$ cat src/rtl/aes_round_scheduler_pkg.sv
// Shared constants for the AES round scheduler: datapath round kinds, FSM
// state encodings and the Nk -> Nr relation.
package aes_round_scheduler_pkg;

   localparam logic [1:0] KIND_INIT  = 2'd0;
   localparam logic [1:0] KIND_MID   = 2'd1;
   localparam logic [1:0] KIND_FINAL = 2'd2;

   localparam logic [1:0] ST_IDLE = 2'd0;
   localparam logic [1:0] ST_RUN  = 2'd1;
   localparam logic [1:0] ST_DONE = 2'd2;

   function automatic int nr_of_nk(input int nk);
      return nk + 6;
   endfunction

endpackage

$ cat src/rtl/aes_round_scheduler_if.sv
// Request, response and round-datapath signals between the host side and the
// scheduler; master is the host/datapath side, slave is the scheduler.
interface aes_round_scheduler_if #(
   parameter int RW = 4
);

   logic          req0_valid;
   logic [127:0]  req0_data;
   logic          req0_ready;
   logic          req1_valid;
   logic [127:0]  req1_data;
   logic          req1_ready;
   logic [127:0]  dp_in;
   logic [1:0]    dp_kind;
   logic [RW-1:0] dp_key_idx;
   logic [127:0]  dp_result;
   logic          resp_valid;
   logic [127:0]  resp_data;
   logic          resp_id;
   logic          resp_ready;

   modport master (
      output req0_valid, req0_data, req1_valid, req1_data, resp_ready, dp_result,
      input  req0_ready, req1_ready, resp_valid, resp_data, resp_id,
             dp_in, dp_kind, dp_key_idx
   );

   modport slave (
      input  req0_valid, req0_data, req1_valid, req1_data, resp_ready, dp_result,
      output req0_ready, req1_ready, resp_valid, resp_data, resp_id,
             dp_in, dp_kind, dp_key_idx
   );

endinterface

$ cat src/rtl/aes_round_scheduler_rr_arbiter2.sv
// Two-way round-robin grant: a lone requester always wins, a tie goes to the
// requester that did not win last time.
module aes_round_scheduler_rr_arbiter2 (
   input  logic valid0,
   input  logic valid1,
   input  logic last_grant,
   output logic grant,
   output logic any
);

   assign any   = valid0 | valid1;
   assign grant = (valid0 & valid1) ? ~last_grant : valid1;

endmodule

$ cat src/rtl/aes_round_scheduler.sv
// Sequences one shared iterative AES round datapath: arbitrates two
// requesters, runs Nr+1 rounds per block and returns the ciphertext with its id.
module aes_round_scheduler
   import aes_round_scheduler_pkg::*;
#(
   parameter int Nk = 4,
   parameter int Nr = 10
) (
   input  logic clk,
   input  logic reset,
   input  logic clear,
   output logic busy,
   aes_round_scheduler_if.slave bus
);

   localparam int RW = $clog2(Nr + 1);
   localparam logic [RW-1:0] LAST = RW'(Nr);

   if (Nr != nr_of_nk(Nk)) begin : g_bad_cfg
      $error("aes_round_scheduler: Nr must equal Nk+6");
   end

   logic [1:0]    state;
   logic [RW-1:0] round;
   logic [127:0]  blk;
   logic          resp_id;
   logic          resp_valid;
   logic          last_grant;
   logic          grant;
   logic          any;
   logic          accept;

   aes_round_scheduler_rr_arbiter2 u_arb (
      .valid0     (bus.req0_valid),
      .valid1     (bus.req1_valid),
      .last_grant (last_grant),
      .grant      (grant),
      .any        (any)
   );

   // clear in IDLE suppresses the accept for that cycle
   assign accept         = (state == ST_IDLE) && any && !clear;
   assign bus.req0_ready = accept && !grant && bus.req0_valid;
   assign bus.req1_ready = accept &&  grant && bus.req1_valid;

   always_comb begin
      bus.dp_kind    = KIND_INIT;
      bus.dp_key_idx = '0;
      if (state == ST_RUN) begin
         bus.dp_key_idx = round;
         if (round == LAST)
            bus.dp_kind = KIND_FINAL;
         else if (round != '0)
            bus.dp_kind = KIND_MID;
      end
   end

   assign bus.dp_in      = blk;
   assign bus.resp_data  = blk;
   assign bus.resp_valid = resp_valid;
   assign bus.resp_id    = resp_id;
   assign busy           = (state == ST_RUN) || (state == ST_DONE);

   always_ff @(posedge clk or posedge reset) begin
      if (reset) begin
         state      <= ST_IDLE;
         round      <= '0;
         blk        <= '0;
         resp_id    <= 1'b0;
         resp_valid <= 1'b0;
         last_grant <= 1'b1;
      end else begin
         case (state)
            ST_IDLE: begin
               if (accept) begin
                  blk        <= grant ? bus.req1_data : bus.req0_data;
                  resp_id    <= grant;
                  last_grant <= grant;
                  round      <= '0;
                  state      <= ST_RUN;
               end
            end
            ST_RUN: begin
               if (clear) begin
                  state      <= ST_IDLE;
                  resp_valid <= 1'b0;
               end else begin
                  blk <= bus.dp_result;
                  // round parks at Nr after the final round instead of wrapping
                  if (round == LAST) begin
                     state      <= ST_DONE;
                     resp_valid <= 1'b1;
                  end else begin
                     round <= round + 1'b1;
                  end
               end
            end
            ST_DONE: begin
               if (clear || bus.resp_ready) begin
                  state      <= ST_IDLE;
                  resp_valid <= 1'b0;
               end
            end
            default: begin
               state      <= ST_IDLE;
               resp_valid <= 1'b0;
            end
         endcase
      end
   end

endmodule

$ cat src/flat_wrapper.sv
// flat-port wrapper written by rule: the top's interface ports become plain ports
module aes_round_scheduler_flat import aes_round_scheduler_pkg::*;
#(
   parameter int Nk = 4,
   parameter int Nr = 10
)
  (clk, reset, clear, busy, bus_req0_valid, bus_req0_data, bus_req1_valid, bus_req1_data, bus_resp_ready, bus_dp_result, bus_req0_ready, bus_req1_ready, bus_resp_valid, bus_resp_data, bus_resp_id, bus_dp_in, bus_dp_kind, bus_dp_key_idx);
  aes_round_scheduler_if #(.RW(4)) bus_i ();
  input  logic clk;
  input  logic reset;
  input  logic clear;
  output logic busy;
  input wire logic [$bits(bus_i.req0_valid)-1:0] bus_req0_valid;
  input wire logic [$bits(bus_i.req0_data)-1:0] bus_req0_data;
  input wire logic [$bits(bus_i.req1_valid)-1:0] bus_req1_valid;
  input wire logic [$bits(bus_i.req1_data)-1:0] bus_req1_data;
  input wire logic [$bits(bus_i.resp_ready)-1:0] bus_resp_ready;
  input wire logic [$bits(bus_i.dp_result)-1:0] bus_dp_result;
  output wire logic [$bits(bus_i.req0_ready)-1:0] bus_req0_ready;
  output wire logic [$bits(bus_i.req1_ready)-1:0] bus_req1_ready;
  output wire logic [$bits(bus_i.resp_valid)-1:0] bus_resp_valid;
  output wire logic [$bits(bus_i.resp_data)-1:0] bus_resp_data;
  output wire logic [$bits(bus_i.resp_id)-1:0] bus_resp_id;
  output wire logic [$bits(bus_i.dp_in)-1:0] bus_dp_in;
  output wire logic [$bits(bus_i.dp_kind)-1:0] bus_dp_kind;
  output wire logic [$bits(bus_i.dp_key_idx)-1:0] bus_dp_key_idx;
  assign bus_i.req0_valid = bus_req0_valid;
  assign bus_i.req0_data = bus_req0_data;
  assign bus_i.req1_valid = bus_req1_valid;
  assign bus_i.req1_data = bus_req1_data;
  assign bus_i.resp_ready = bus_resp_ready;
  assign bus_i.dp_result = bus_dp_result;
  assign bus_req0_ready = bus_i.req0_ready;
  assign bus_req1_ready = bus_i.req1_ready;
  assign bus_resp_valid = bus_i.resp_valid;
  assign bus_resp_data = bus_i.resp_data;
  assign bus_resp_id = bus_i.resp_id;
  assign bus_dp_in = bus_i.dp_in;
  assign bus_dp_kind = bus_i.dp_kind;
  assign bus_dp_key_idx = bus_i.dp_key_idx;
  aes_round_scheduler #(.Nk(Nk), .Nr(Nr)) u_core (.clk(clk), .reset(reset), .clear(clear), .busy(busy), .bus(bus_i));
endmodule
$ cat config.mk
export PLATFORM = sky130hd
export DESIGN_NAME = aes_round_scheduler_flat
export DESIGN_NICKNAME = d
export VERILOG_FILES = /design/src/rtl/aes_round_scheduler_pkg.sv /design/src/rtl/aes_round_scheduler_if.sv /design/src/rtl/aes_round_scheduler_rr_arbiter2.sv /design/src/rtl/aes_round_scheduler.sv /design/src/flat_wrapper.sv
export SDC_FILE = /design/constraint.sdc
export NUM_CORES = 1
export LEC_CHECK = 0
export CORE_AREA = 2 2 256 258
export CTS_CLUSTER_DIAMETER = 100
export DETAILED_ROUTE_END_ITERATION = 16
export DIE_AREA = 0 0 258 260
export GPL_ROUTABILITY_DRIVEN = 1
export GPL_TIMING_DRIVEN = 0
export MAX_ROUTING_LAYER = met4
export PLACE_DENSITY = 0.44
export SYNTH_ARGS = -nofsm -noshare
export SYNTH_HDL_FRONTEND = slang
export SYNTH_HIERARCHICAL = 1
export SYNTH_SLANG_ARGS = --single-unit
$ cat constraint.sdc
create_clock -name clk -period 5.1 [get_ports clk]
set_input_delay 1.02 -clock clk [delete_from_list [all_inputs] [get_ports clk]]
set_output_delay 1.02 -clock clk [all_outputs]
set_load 0.01 [all_outputs]
==> flow_metrics.py <==
metrics = {
    "grt": {
        "antenna_found_initial": 1,
        "grt_pass1_vias": 10200,
        "grtUsageTotal": 0.143,
        "overflow": 0,
        "grt_max_degree": 75,
        "grt_pass1_wl_um": 68100,
    },
    "worst_hold_path": {
        "min_path_type": "register to register",
        "hp-start": "u_core/last_grant",
        "min_delay_path_depth": 2,
        "hold_path_end": "u_core/last_grant",
    },
    "timing": {
        "rsz0062_at_grt": "no",
        "clock.fmax_ghz": 0.208,
        "post-route-period-util": 0.941,
        "tightestPinTransition_ns": 1.11,
        "fin_skew_ns": 0.00727,
        "finalHoldWorstSlack_ns": 0.489,
        "slew_viol_final": 0,
        "slew_headroom": 0.261,
        "finalSetupViolCount": 0,
        "finalCriticalPeriod_ns": 4.80,
        "finalHoldViolations": 0,
    },
    "yosys": {
        "yosys.area.top_type_share": 0.393,
        "synthArstFlopShare": 1.00,
        "synthTopCellsByArea": "dfrtp_1, mux2i_1, buf_4",
        "synth_top_cell_by_area": "dfrtp_1",
        "ys_ff_latch": 137,
        "synth.cell_area_sq_mm": 0.00866,
        "ys_seq_area_frac": 0.396,
        "synth.avg_cell_area_sq_um": 8.30,
        "yosysWarnings": 6,
        "synth_flop_cell": "dfrtp_1",
        "ys_types": 39,
        "synthesis.nets": 1440,
        "synthCells": 1044,
        "synth_edf_count": 0,
    },
    "routing": {
        "vias": 9760,
        "drc_errors": 0,
        "post_drt_via_cell_ratio": 3.77,
        "antenna_left": 0,
        "first_pass_iters": 4,
        "drt-total-wl_um": 48000,
        "drtIter0Drc": 339,
        "post_drt_wl_per_cell_um": 18.5,
    },
    "floorplanning": {
        "row_count": 93,
        "fp.dieW_um": 258,
        "coreArea_sq_mm": 0.0641,
        "start_util": 0.135,
        "num_io_pins": 657,
        "dieArea_sq_mm": 0.0671,
        "die_h_um": 260,
    },
    "clocking": {
        "ctsHoldBuffers": 0,
        "postCtsSetupBuffers": 0,
        "numCtsBuffers": 17,
        "cts_resized": 1,
        "clk_latency_ns": 0.47,
        "cts_tree": "yes",
        "clock_path_buffers": 2,
        "root_buffer": "clkbuf_16",
        "htree_levels": 4,
        "cts_sinks": 137,
        "clk_pin_slew_ns": 0.06,
    },
    "setup_path": {
        "rr_startpoint": "u_core/state[1]",
        "critPathKind": "input port to output pin",
        "cp-start-kind": "input port",
        "worstRegToRegCells": 7,
        "crit_chain": "clkdlybuf4s50_1 -> a21boi_1 -> clkbuf_1 -> buf_2 -> buf_2 -> and3_1 -> clkdlybuf4s50_1",
        "cp_slowest_stage_delay_ns": 0.56,
        "cp-end-kind": "output pin",
        "cp.required_ns": 4.08,
        "crit_buf_inv": 5,
        "r2r-end": "u_core/bus.dp_in[48]",
        "r2r_setup_slack_ns": 2.24,
        "worstPathMaxFanout": 10,
        "crit_slowest_cell": "clkdlybuf4s50_1",
        "crit_arrival_ns": 3.78,
        "critical_path.top_delay_family": "buffers and inverters",
    },
    "finish": {
        "final_cell_mix": "clkdlybuf4s50_1, nand2_1, nor2_1, dfrtp_1",
        "instances_no_fill": 2589,
        "syn_to_final_growth_pct": 95.8,
        "final_net_count": 2116,
        "final_common_cell": "clkdlybuf4s50_1",
        "drive_gt1_frac": 0.113,
    },
    "place": {
        "dp.cells": 2556,
        "port_buffers": 656,
        "finalWeightedCongestion": 0.831,
        "hpwl_um": 39700,
    },
    "pwr": {
        "leakagePower_nw": 7.13,
        "vdd_drop_max_mv": 0.251,
        "p_per_area_mw_per_mm2": 535,
        "total_power_mw": 9.07,
    },
    "status": {
        "status": "finished, final reports clean",
    },
    "flow_run": {
        "maxCapViolations": 0,
    },
}
flip-flops by register name, indices dropped and copies added (netlist names):
register and count:
u_core/bus.dp_in 128, u_core/round 4, u_core/state 2, u_core/bus.resp_id 1, u_core/bus.resp_valid 1, u_core/last_grant 1
through the flow:
stage	instance area, sq um	setup slack [ns]	setup TNS, ns	utilization
after floorplan	8660	0.414	0	-
after global placement	16300	-2.24	-301.14	0.254
after detailed placement	16300	0.0228	0	0.255
after CTS	17000	0.0998	0	0.265
after global routing	17000	0.0881	0	0.265
final	17000	0.303	0	0.265
where the power goes:
part	internal [mW]	switching, mW
Combinational	3.02	2.52
Clock	0.830	0.529
Sequential	1.59	0.580
Total	5.44	3.63
kinds of logic (layout without fill, tap and decap cells):
kind of cell             Yosys count  count (layout)  synth area share
AO/OA/AOI/OAI                    273             273             0.163
adder cells (fa/ha/maj)            6               6           0.00867
buffers and inverters            211             900             0.154
flip-flops                       137             137             0.396
multiplexers                     129             129             0.149
other                              0               1                 0
AND/OR/NAND/NOR                  288             288             0.130
per-layer routing:
| layer | GRT usage | part of all wire |
|---|---|---|
| met1 | 0.158 | 0.40 |
| met2 | 0.258 | 0.52 |
| met3 | 0.0352 | 0.066 |
| met4 | 0.0305 | 0.012 |
| met5 | - | 0 |
worst max-delay path by stage:
| stage | start | to | slack (ns) | cells after the start |
|---|---|---|---|---|
| 2_1_floorplan | reset | u_core/bus.dp_in[0] | 0.41 | 1 |
| 3_3_place_gp | reset | u_core/bus.dp_in[15] | -2.24 | 2 |
| 3_5_place_dp | bus_req1_valid | bus_req0_ready | 0.02 | 7 |
| 4_1_cts | bus_req1_valid | bus_req1_ready | 0.1 | 7 |
| 6_report | bus_req1_valid | bus_req1_ready | 0.30 | 7 |
| 5_1_grt | bus_req1_valid | bus_req1_ready | 0.09 | 7 |
synth_stat cells, types with 2 or more instances:
cell type and number:
nor2_1 136, nor4_1 2, buf_1 10, clkbuf_1 33, mux2i_1 129, buf_6 3, o21ai_1 51, o21ai_0 82
ha_1 6, and2_1 2, inv_1 9, buf_2 28, a21oi_1 129, buf_4 128, dfrtp_1 136, nand2_1 137
worst min-delay path, cell delays in order (launching register included):
cell and delay, ns:
dfstp_2 0.36, o21ai_0 0.06, nand2_1 0.06
cell type report:
class                           instances  area [sq um]
Antenna cell                            1          2.50
Buffer                                202          1300
Clock buffer                           21           450
Clock inverter                         11           171
Fill cell                            6944         47200
Inverter                                9          38.8
Multi-Input combinational cell        696          3910
Sequential cell                       137          3430
Tap cell                              855          1070
Timing Repair Buffer                  657          6590
Power figures use the tool's default switching activity.
